## src/rtl/mux_pkg.sv

```systemverilog
// mux_pkg
// Shared definitions for the registered channel selector.
//   MODE_DIRECT / MODE_RR : values of the mode input
//   ch_lsb()              : bit offset of a channel slice inside a flattened
//                           multi-channel data bus
package mux_pkg;

  localparam logic MODE_DIRECT = 1'b0;
  localparam logic MODE_RR     = 1'b1;

  // Channel ch of width 'width' sits at bits [ch*width +: width].
  function automatic int unsigned ch_lsb(input int unsigned ch, input int unsigned width);
    return ch * width;
  endfunction

endpackage

```

## src/rtl/rr_arbiter.sv

```systemverilog
// rr_arbiter
// Combinational round-robin search. Starting one position after ptr_i and
// wrapping, returns the first channel with an active request.
//   req_i   : per-channel request vector
//   ptr_i   : index of the last granted channel (lowest priority this cycle)
//   grant_o : index of the winning channel (0 when no request)
//   any_o   : at least one request is active
module rr_arbiter #(
  parameter int N_CH  = 4,
  parameter int SEL_W = 2
) (
  input  logic [N_CH-1:0]  req_i,
  input  logic [SEL_W-1:0] ptr_i,
  output logic [SEL_W-1:0] grant_o,
  output logic             any_o
);

  logic [SEL_W-1:0] idx;

  // Walk offsets 1..N_CH so ptr_i itself is visited last.
  always_comb begin
    idx     = '0;
    grant_o = '0;
    any_o   = 1'b0;
    for (int k = 1; k <= N_CH; k++) begin
      idx = SEL_W'((int'(ptr_i) + k) % N_CH);
      if (!any_o && req_i[idx]) begin
        any_o   = 1'b1;
        grant_o = idx;
      end
    end
  end

endmodule

```

## src/rtl/mux_sel_reg.sv

```systemverilog
// mux_sel_reg
// N-channel selector with per-channel valid/ready and one output register
// stage (1-cycle latency, full throughput).
//   clk, rst   : clock, asynchronous active-high reset
//   mode       : 0 direct (sel chooses channel), 1 round-robin
//   sel        : channel index used in direct mode
//   in_valid   : per-channel valid
//   in_data    : flattened channel data, channel i at [i*DATA_W +: DATA_W]
//   in_ready   : per-channel ready (combinational, at most one bit set)
//   out_valid  : output register holds a word
//   out_data   : registered data
//   out_ch     : channel that supplied out_data
//   out_ready  : consumer accepts out_data
module mux_sel_reg
  import mux_pkg::*;
#(
  parameter  int DATA_W = 32,
  parameter  int N_CH   = 4,
  localparam int SEL_W  = $clog2(N_CH)
) (
  input  logic                   clk,
  input  logic                   rst,
  input  logic                   mode,
  input  logic [SEL_W-1:0]       sel,
  input  logic [N_CH-1:0]        in_valid,
  input  logic [N_CH*DATA_W-1:0] in_data,
  output logic [N_CH-1:0]        in_ready,
  output logic                   out_valid,
  output logic [DATA_W-1:0]      out_data,
  output logic [SEL_W-1:0]       out_ch,
  input  logic                   out_ready
);

  logic [DATA_W-1:0] ch_data [N_CH];

  logic              out_valid_q, out_valid_d;
  logic [DATA_W-1:0] out_data_q,  out_data_d;
  logic [SEL_W-1:0]  out_ch_q,    out_ch_d;
  logic [SEL_W-1:0]  ptr_q,       ptr_d;

  logic [SEL_W-1:0]  rr_grant;
  logic              rr_any;
  logic              sel_in_range;
  logic [SEL_W-1:0]  cand_idx;
  logic              cand_ok;
  logic              load_en;
  logic              grant;

  genvar gi;
  generate
    for (gi = 0; gi < N_CH; gi++) begin : g_unpack
      assign ch_data[gi] = in_data[ch_lsb(gi, DATA_W) +: DATA_W];
    end
  endgenerate

  rr_arbiter #(
    .N_CH  (N_CH),
    .SEL_W (SEL_W)
  ) u_arb (
    .req_i   (in_valid),
    .ptr_i   (ptr_q),
    .grant_o (rr_grant),
    .any_o   (rr_any)
  );

  // Extra bit keeps the comparison meaningful when N_CH is a power of two.
  assign sel_in_range = ({1'b0, sel} < (SEL_W+1)'(N_CH));

  always_comb begin
    if (mode == MODE_DIRECT) begin
      cand_idx = sel;
      cand_ok  = sel_in_range;
    end else begin
      cand_idx = rr_grant;
      cand_ok  = rr_any;
    end
  end

  // Register can take a word when empty or being drained this cycle.
  assign load_en = !out_valid_q || out_ready;
  assign grant   = load_en && cand_ok && in_valid[cand_idx];

  // Ready follows the candidate, not its valid: in direct mode the selected
  // channel sees ready even while idle.
  generate
    for (gi = 0; gi < N_CH; gi++) begin : g_ready
      assign in_ready[gi] = load_en && cand_ok && (cand_idx == SEL_W'(gi));
    end
  endgenerate

  always_comb begin
    out_valid_d = out_valid_q;
    out_data_d  = out_data_q;
    out_ch_d    = out_ch_q;
    ptr_d       = ptr_q;
    if (grant) begin
      out_valid_d = 1'b1;
      out_data_d  = ch_data[cand_idx];
      out_ch_d    = cand_idx;
      if (mode == MODE_RR) begin
        ptr_d = cand_idx;
      end
    end else if (out_ready) begin
      // Drained with nothing to replace it; data/ch keep last values.
      out_valid_d = 1'b0;
    end
  end

  // ptr resets to the last channel so channel 0 is searched first.
  always_ff @(posedge clk or posedge rst) begin
    if (rst) begin
      out_valid_q <= 1'b0;
      out_data_q  <= '0;
      out_ch_q    <= '0;
      ptr_q       <= SEL_W'(N_CH - 1);
    end else begin
      out_valid_q <= out_valid_d;
      out_data_q  <= out_data_d;
      out_ch_q    <= out_ch_d;
      ptr_q       <= ptr_d;
    end
  end

  assign out_valid = out_valid_q;
  assign out_data  = out_data_q;
  assign out_ch    = out_ch_q;

endmodule

```

## config.mk

```make
export PLATFORM = sky130hd
export DESIGN_NAME = mux_sel_reg
export DESIGN_NICKNAME = d
export VERILOG_FILES = /design/src/rtl/mux_pkg.sv /design/src/rtl/rr_arbiter.sv /design/src/rtl/mux_sel_reg.sv
export SDC_FILE = /design/constraint.sdc
export NUM_CORES = 1
export LEC_CHECK = 0
export CELL_PAD_IN_SITES_DETAIL_PLACEMENT = 0
export CELL_PAD_IN_SITES_GLOBAL_PLACEMENT = 1
export CORE_MARGIN = 3
export CORE_UTILIZATION = 26
export DETAILED_ROUTE_END_ITERATION = 16
export PLACE_DENSITY_LB_ADDON = 0.1
export SYNTH_ARGS = -nofsm -noshare
export SYNTH_HDL_FRONTEND = slang
export SYNTH_SLANG_ARGS = --single-unit
export TNS_END_PERCENT = 20
```

## constraint.sdc

```tcl
create_clock -name clk -period 3 [get_ports clk]
set_clock_uncertainty 0.1 [all_clocks]
set_input_delay 0.6 -clock clk [delete_from_list [all_inputs] [get_ports clk]]
set_output_delay 0.6 -clock clk [all_outputs]
set_load 0.02 [all_outputs]
```

; Word level (Yosys, flattened, before mapping)
; Cells that the tools add are included.
[word_totals]
register_bits = 37
in_bits = 138
output_inout_bits = 39
word_cells = 60
[classes]
n_addsub = 4
magnitude_cmp = 6
n_eq_ne = 3
n_mux = 25
bitwise_logic = 1
reduce_logical = 17
[ops]
columns = cell, count
row1 = $bmux 32 s2, 1
row2 = $mux 32, 2
row3 = $lt 2x3->1 const B, 5
row4 = $mux 1, 12
row5 = $bmux 1 s2, 5
row6 = $mux 2, 5
row7 = $logic_and 1x1->1, 9
row8 = $add 2x1->2 const B, 2
row9 = $add 2x2->2 const B, 2
row10 = $eq 2x2->1 const B, 2
row11 = $logic_not 1->1, 4
row12 = $ge 3x3->1 const B, 1
row13 = $not 2->3, 1
row14 = $eq 2x1->1 const B, 1
row15 = $logic_not 2->1, 1
row16 = $reduce_and 2->1, 1
row17 = $reduce_bool 2->1, 1
row18 = $logic_or 1x1->1, 1

; Logic depth before layout (Yosys ltp)
; Gate-level depths: netlist (run 1).
[logic_depth]
word_depth = 18
depth_mapped = 9

; By module
; Synthesis (run 1) repeated with hierarchy kept, for this count alone.
[unflattened]
hier_cells = 159
area_unflattened_um2 = 2474.9
[by_module_without_submodules]
columns = module, n_inst, cells_per_inst, area_each_um2, seq_area_each_um2
row1 = mux_sel_reg, 1, 145, 2383.5, 928.4
row2 = rr_arbiter, 1, 14, 91.3, 0.0

; Least setup slack after synthesis (run 1)
; Ideal clock, no wire load.
[synth_timing]
path_type = in2out
start = in in_valid[1]
end = out in_ready[2]
t_arrival_ns = 2.003
t_required_ns = 2.300
slack_ns = 0.297
stages = 6
path_buffers = 1
path_cell_list = or2_1 > a31oi_2 > a32oi_4 > clkbuf_1 > nand2b_1 > nor2_1
[synth_between]
elab_chain_len = 15
word_cells_on_any_way = 27
cone_classes = 1 x eq/ne / 18 x mux / 8 x reduce/logical
[synth_rtl]
columns = item, line
row1 = from (decl), mux_sel_reg.sv:25  ; input logic [N_CH-1:0] in_valid,
row2 = $bmux 1 s2, rr_arbiter.sv:27  ; if (!any_o && req_i[idx]) begin
row3 = $mux 1 (not written as such), rr_arbiter.sv:27
row4 = $mux 1, rr_arbiter.sv:27
row5 = $logic_not 1->1, rr_arbiter.sv:27
row6 = $logic_and 1x1->1, rr_arbiter.sv:27
row7 = $mux 1, rr_arbiter.sv:27
row8 = $logic_not 1->1, rr_arbiter.sv:27
row9 = $logic_and 1x1->1, rr_arbiter.sv:27
row10 = $mux 1, rr_arbiter.sv:27
row11 = $logic_not 1->1, rr_arbiter.sv:27
row12 = $logic_and 1x1->1, rr_arbiter.sv:27
row13 = $mux 2 / $mux 1 (equally long branches), rr_arbiter.sv:27
row14 = $mux 2 / $mux 1 (equally long branches), mux_sel_reg.sv:70  ; if (mode == MODE_DIRECT) begin
row15 = $eq 2x2->1 / $logic_and 1x1->1 (equally long branches), mux_sel_reg.sv:87  ; assign in_ready[gi] = load_en && cand_ok && (cand_idx == SEL_W'(gi));
row16 = $logic_and 1x1->1 (*), mux_sel_reg.sv:87
row17 = to (decl), mux_sel_reg.sv:27  ; output logic [N_CH-1:0] in_ready,
; Mark *: on every way between the ends. The rest lies on a longest branch, timed or not. The select of a mux whose other input is x is not followed.

; Worst setup path in the final report (run 1)
[layout_timing]
start = in in_valid[1]
end = reg out_data_q[2], in the netlist out_data[2]
[layout_between]
elab_chain_len = 17
word_cells_on_any_way = 32
cone_classes = 23 x mux / 1 x bitwise / 8 x reduce/logical
[layout_rtl]
columns = item, line
row1 = $bmux 1 s2, rr_arbiter.sv:27
row2 = $mux 1 (not written as such), rr_arbiter.sv:27
row3 = $mux 1, rr_arbiter.sv:27
row4 = $logic_not 1->1, rr_arbiter.sv:27
row5 = $logic_and 1x1->1, rr_arbiter.sv:27
row6 = $mux 1, rr_arbiter.sv:27
row7 = $logic_not 1->1, rr_arbiter.sv:27
row8 = $logic_and 1x1->1, rr_arbiter.sv:27
row9 = $mux 1, rr_arbiter.sv:27
row10 = $logic_not 1->1, rr_arbiter.sv:27
row11 = $logic_and 1x1->1, rr_arbiter.sv:27
row12 = $mux 2, rr_arbiter.sv:27
row13 = $mux 2, mux_sel_reg.sv:70
row14 = $not 2->3 (not written as such), mux_sel_reg.sv:98  ; out_data_d = ch_data[cand_idx];
row15 = $bmux 32 s2, mux_sel_reg.sv:98
row16 = $mux 32 (not written as such) (2 in a row), mux_sel_reg.sv:98
row17 = to (signal assigned), mux_sel_reg.sv:118  ; out_data_q <= out_data_d;
row18 = to (decl), mux_sel_reg.sv:37  ; logic [DATA_W-1:0] out_data_q, out_data_d;
; Parallel ways exist; a longest one is shown, timed or not. The select of a mux whose other input is x is not followed.
; A chain may end at the register's enable or synchronous reset.

==> results by group, run 1 <==
Finish
  • Area of the multi-input gates: 1410 um^2
  • N_diodes: 0
  • Layout cells sized above 1: 24.7%
  • Leading cell type in the layout, fill and taps excluded: clkdlybuf4s50_1
  • Nets: 494
  • # fillers: 774
  • FF+latch area: 928 um^2
  • Final core occ: 52.5%
  • Most frequent cells in the layout: clkdlybuf4s50_1, dfrtp_1, mux4_2
  • Finished Cell Area: 4640 um^2
  • P&R area growth vs syn: 93.5%

Timing
  • Final Setup Violations: 0
  • Fmax: 0.341 GHz
  • Rel. slew slack: 57.0%
  • Hold_ws: 0.394 ns
  • Unrepaired setup endpoints after global routing: yes
  • Setup TNS: 0 ns
  • Tightest Pin Transition: 0.641 ns
  • Final min period: 2.93 ns
  • Final worst path period share: 97.8%
  • Pins Over Slew Limit: 0
  • Final hold vios: 0

Drt
  • WL/cell: 17.1 um
  • Post-route ant nets: 0
  • Pre-antenna DRT Iters: 4
  • WL final: 7930 um
  • Vias per cell: 4.67
  • Iteration-0 DRC Markers: 25
  • Via count: 2166
  • Detailed-route DRC error count: 0

Floorplanning
  • # IOs: 177
  • Initial Util: 27.1%
  • FP Rows: 34
  • Die footprint: 10400 um^2
  • Die Height: 102 um
  • Die span in x: 102 um
  • Core Footprint: 8850 um^2

Synthesis
  • Seq/Total Area, Yosys: 38.7%
  • EDFF count, synth: 0
  • Ys async rst share: 100%
  • Mapped Area: 2400 um^2
  • Main synth FF type: dfrtp_1
  • Mean Syn Cell Area: 15.5 um^2
  • Synthesized flop and latch total: 37
  • Yosys cell types: 31
  • Ys Warns: 0
  • Mapped Nets: 293
  • Syn Inst Count: 155

Clock tree
  • H-tree Lvls: 2
  • # hold bufs at CTS: 0
  • Clock transition at path regs: 0.07 ns
  • CTS sink cnt: 37
  • Worst-Skew Late Latency: 0.28 ns
  • Worst-case clock buffer depth: 2
  • CTS Buf Count: 5
  • TritonCTS clock tree: done
  • Clk root buf: clkbuf_8

Pwr
  • Worst ir drop on vdd: 0.000314 V
  • Leakage: 1.82 nW
  • Cell Int Power: 2.12 mW
  • Design Power: 3.28 mW
  • Sw Share: 35.5%
  • PD cells: 706 nW/um^2
  • Net load switching power: 1.16 mW
  • Clock network power share: 10.7%
  • Flop pwr share: 27.6%
  • Combinational Power Share: 61.7%

Global route
  • Remaining Overflow, GRT: 0
  • Total GRT Usage: 14.6%
  • Initial antenna violation count: 0
  • Pin count of the biggest net entering global routing: 22
  • Vias in the first global route: 2277
  • Global-route wire length before repair: 11800 um

Placed design
  • GPL Wtd Cong: 0.812
  • Post-DP HPWL: 6560 um
  • PortBufs: 176
  • Placed Instance Area: 4480 um^2

Critical path
  • Critical path, cell by cell: clkdlybuf4s50_1, or2_1, a31oi_4, a32oi_4, buf_8, mux2_4, o211ai_4, buf_12, mux2_1
  • CP Launch Type: input port
  • WP data required: 3.06 ns
  • CP Max Fanout: 14
  • Setup CP Type: input port to flip-flop
  • CP arrival: 2.99 ns
  • Bufs and invs on worst path: 3
  • Critical path endpoint category: flip-flop
  • Family with the most delay on the worst path: buffers and inverters
  • CP max stage delay: 0.45 ns
  • Slowest CP cell: clkdlybuf4s50_1

Hold path
  • Worst hold path type: flip-flop to flip-flop

Run
  • Maximum Capacitance Violations: 0

Outcome
  • Status: finished clean
[metal layers]
| layer | part of all wire [%] | global-route usage, % | vias up |
|---|---|---|---|
| li1 | - | - | 1016 |
| met1 | 40 | 18.2 | 1056 |
| met2 | 51 | 25.4 | 90 |
| met3 | 8.8 | 4.57 | 4 |
| met4 | 0.72 | 2.62 | 0 |
| met5 | 0 | 0 | - |
[synth_stat cells, types with 2 or more instances]
cell type  instances  area (um^2)
mux4_2            32          721
clkbuf_1           3         11.3
inv_1              4         15.0
mux2_2             7         78.8
nand2_1            5         18.8
dfstp_2            2         52.6
mux2_1            26          293
nor2_1             7         26.3
nand2b_1           5         31.3
a21oi_1            2         10.0
o21ai_0            2         10.0
nand3b_1           2         15.0
buf_6              5         56.3
mux2i_1            2         20.0
dfrtp_1           35          876
[area by class of cell]
cell class	instances	share of cell area (%)
Sequential cell	37	20.0
Tap cell	108	2.91
Timing Repair Buffer	204	44.5
Clock inverter	1	0.162
Multi-Input combinational cell	104	30.4
Clock buffer	6	1.78
Inverter	4	0.323
[path summary, 6_finish.rpt]
path,startpoint,endpoint,slack (ns),cells after the start
worst max register to register,ptr_q[1]$_DFFE_PP1P_,out_data[0]$_DFFE_PP0P_,0.28,8
min in group asynchronous,rst,out_data[24]$_DFFE_PP0P_,0.54,2
max in group asynchronous,rst,out_data[3]$_DFFE_PP0P_,1.61,3
worst max-delay path,in_valid[1],out_data[2]$_DFFE_PP0P_,0.07,9
worst min register to register,out_data[11]$_DFFE_PP0P_,out_data[11]$_DFFE_PP0P_,0.39,1
worst min-delay path,out_data[11]$_DFFE_PP0P_,out_data[11]$_DFFE_PP0P_,0.39,1
[logic make-up after synthesis]
family	Yosys count	synth area share, %
compound gates	11	4.64
simple gates	25	5.74
buf+inv	14	3.96
mux	68	47.0
flops	37	38.7
[worst reg2reg max path, stage by stage, from the launching register on]
cell       delay (ns)
dfstp_2          0.60
nand2b_1         0.13
a21oi_1          0.06
or3_4            0.39
a31oi_4          0.21
buf_6            0.16
clkbuf_16        0.16
mux4_2           0.51
mux2_1           0.29
[stage by stage]
step / worst slack (ns) / cells
6_report: 0.0653 / 464
5_1_grt: -0.0171 / 464
4_1_cts: -0.0386 / 462
3_5_place_dp: -0.411 / 452
3_3_place_gp: -0.383 / 452
2_1_floorplan: 0.297 / 155
[what timing repair did]
item / in CTS / in global routing
pin swaps: 4 / 3
gates resized for setup: 19 / 7
gates cloned: 0 / 1
setup buffers: 3 / 1
endpoints found under the setup margin: 37 / 37
[sequential cells by signal (all words and copies together) (netlist names)]
register and count:
out_ch 2, out_data 32, out_valid 1, ptr_q 2
[power groups by stage]
stage          Clock, mW  Combinational (mW)  Sequential [mW]
2_1_floorplan          0               0.730             1.20
3_3_place_gp           0                2.00            0.899
3_5_place_dp           0                2.01            0.909
4_1_cts            0.373                2.03            0.904
5_1_grt            0.393                2.15            0.940
6_report           0.350                2.02            0.905
No activity file was read; power rests on OpenSTA's default activity.
==> inputs of run 2 (changes only) <==
Settings changed: ABC_CLOCK_PERIOD_IN_PS set to 3000, CTS_CLUSTER_DIAMETER set to 50.
==> results of run 2 <==
Same layout as run 1: the final DEF is identical, and so are final timing and power.
==> inputs of run 3 (changes only) <==
Settings changed: MAX_ROUTING_LAYER set to met4.
==> run 3 against run 2 <==
First-iteration DRC count shrank 4.0%; sequential power is essentially flat; global-route usage grew 0.45 points; largest power group unchanged.
==> results by group, run 3 (synthesis results as in run 1) <==
Critical path
  • R2R setup slack: 0.28 ns
  • CP Max Fanout: 14
  • Family with the most delay on the worst path: buffers and inverters
  • CP max stage delay: 0.45 ns
  • Critical path endpoint category: flip-flop
  • Bufs and invs on worst path: 3
  • Setup CP Type: input port to flip-flop
  • CP Launch Type: input port
  • CP arrival: 2.99 ns
  • Slowest CP cell: clkdlybuf4s50_1
  • Critical path, cell by cell: clkdlybuf4s50_1, or2_1, a31oi_4, a32oi_4, buf_8, mux2_4, o211ai_4, buf_12, mux2_1
  • WP data required: 3.06 ns

Pwr
  • Flop pwr share: 27.6%
  • Net load switching power: 1.16 mW
  • Leakage: 1.82 nW
  • Combinational Power Share: 61.7%
  • Sw Share: 35.5%
  • PD cells: 706 nW/um^2
  • Clock network power share: 10.7%
  • Cell Int Power: 2.12 mW
  • Worst ir drop on vdd: 0.000314 V

Global route
  • Remaining Overflow, GRT: 0
  • Total GRT Usage: 15.1%
  • Global-route wire length before repair: 11800 um
  • Initial antenna violation count: 0
  • Pin count of the biggest net entering global routing: 22
  • Vias in the first global route: 2273

Floorplanning
  • Die span in x: 102 um
  • Initial Util: 27.1%
  • # IOs: 177
  • Die Height: 102 um
  • Die footprint: 10400 um^2
  • Core Footprint: 8850 um^2
  • FP Rows: 34

Finish
  • Most frequent cells in the layout: clkdlybuf4s50_1, dfrtp_1, mux4_2
  • Layout cells sized above 1: 24.7%
  • N_diodes: 0
  • Max reg flops: 32
  • Nets: 494
  • # fillers: 774
  • Leading cell type in the layout, fill and taps excluded: clkdlybuf4s50_1
  • P&R area growth vs syn: 93.5%

Timing
  • Rel. slew slack: 56.9%
  • Tightest Pin Transition: 0.642 ns
  • Setup ws final: 0.0651 ns
  • Final min period: 2.93 ns
  • Unrepaired setup endpoints after global routing: yes
  • Fmax: 0.341 GHz
  • Setup TNS: 0 ns
  • Final Setup Violations: 0
  • Final worst path period share: 97.8%
  • Final hold vios: 0
  • Pins Over Slew Limit: 0

Drt
  • Via count: 2170
  • Pre-antenna DRT Iters: 4
  • WL/cell: 17.1 um
  • Post-route ant nets: 0
  • Detailed-route DRC error count: 0
  • Iteration-0 DRC Markers: 24
  • WL final: 7940 um
  • Vias per cell: 4.68

Outcome
  • Status: finished clean

Clock tree
  • H-tree Lvls: 2
  • # hold bufs at CTS: 0
  • Worst-case clock buffer depth: 2
  • CTS sink cnt: 37
  • CTS Buf Count: 5
  • TritonCTS clock tree: done
  • Worst-Skew Late Latency: 0.28 ns
  • Clock transition at path regs: 0.07 ns
  • Clk root buf: clkbuf_8

Placed design
  • Post-DP HPWL: 6560 um
  • GPL Wtd Cong: 0.824
  • PortBufs: 176
  • Pre-CTS WS: -0.411 ns

Hold path
  • Worst hold path type: flip-flop to flip-flop

Run
  • Maximum Capacitance Violations: 0
## run 3: cell counts in the layout (fill, tap and decap cells not counted)
Identical to the previous run, type by type.
## run 3: final cells by class
| type | count | area, um^2 | area share [%] |
|---|---|---|---|
| multi-input combinational | 104 | 1410 | 30.4 |
| clock inverter | 1 | 7.51 | 0.162 |
| tap | 108 | 135 | 2.91 |
| timing repair buffer | 204 | 2060 | 44.5 |
| clock buffer | 6 | 82.6 | 1.78 |
| sequential | 37 | 928 | 20.0 |
| inverter | 4 | 15.0 | 0.323 |
## run 3: worst register-to-register path, cell delays in order (launching register included)
cell and delay (ns):
dfstp_2 0.60, nand2b_1 0.13, a21oi_1 0.06, or3_4 0.39
a31oi_4 0.21, buf_6 0.16, clkbuf_16 0.16, mux4_2 0.51
mux2_1 0.29
## run 3: repair_timing
action	4_1_cts	5_1_grt
gates resized for setup	19	7
setup endpoints to repair	37	37
cloned	0	1
pin swaps	4	3
buffers inserted	3	1
## run 3: power by group through the flow
stage / registers [mW] / logic [mW] / clock network, mW
6_report: 0.905 / 2.02 / 0.350
5_1_grt: 0.940 / 2.15 / 0.393
4_1_cts: 0.904 / 2.03 / 0.373
3_5_place_dp: 0.909 / 2.01 / 0
3_3_place_gp: 0.899 / 2.00 / 0
2_1_floorplan: 1.20 / 0.730 / 0
## run 3: final timing paths
| path | end | start | cells after the start |
|---|---|---|---|
| max in group asynchronous | out_data[3]$_DFFE_PP0P_ | rst | 3 |
| max | out_data[2]$_DFFE_PP0P_ | in_valid[1] | 9 |
| min in group asynchronous | out_data[24]$_DFFE_PP0P_ | rst | 2 |
| max reg2reg | out_data[0]$_DFFE_PP0P_ | ptr_q[1]$_DFFE_PP1P_ | 8 |
| min reg2reg | out_data[11]$_DFFE_PP0P_ | out_data[11]$_DFFE_PP0P_ | 1 |
| min | out_data[11]$_DFFE_PP0P_ | out_data[11]$_DFFE_PP0P_ | 1 |
## run 3: routing by layer
layer	vias to the layer above	share of wire (%)	global-route usage [%]
met5	-	0	-
met1	1057	41	18.6
met2	93	51	25.4
li1	1016	-	-
met4	0	0.47	2.62
met3	4	7.9	3.89
## run 3: per-stage QoR
| stage | hold slack, ns | total power, mW | instance area [um^2] | utilization, % | std cells |
|---|---|---|---|---|---|
| 3_3_place_gp | 0.373 | 2.90 | 4480 | 50.6 | 452 |
| 6_report | 0.394 | 3.28 | 4640 | 52.5 | 464 |
| 5_1_grt | 0.405 | 3.48 | 4640 | 52.5 | 464 |
| 2_1_floorplan | 0.394 | 1.93 | 2400 | - | 155 |
| 3_5_place_dp | 0.383 | 2.92 | 4480 | 50.6 | 452 |
| 4_1_cts | 0.400 | 3.31 | 4600 | 52.0 | 462 |
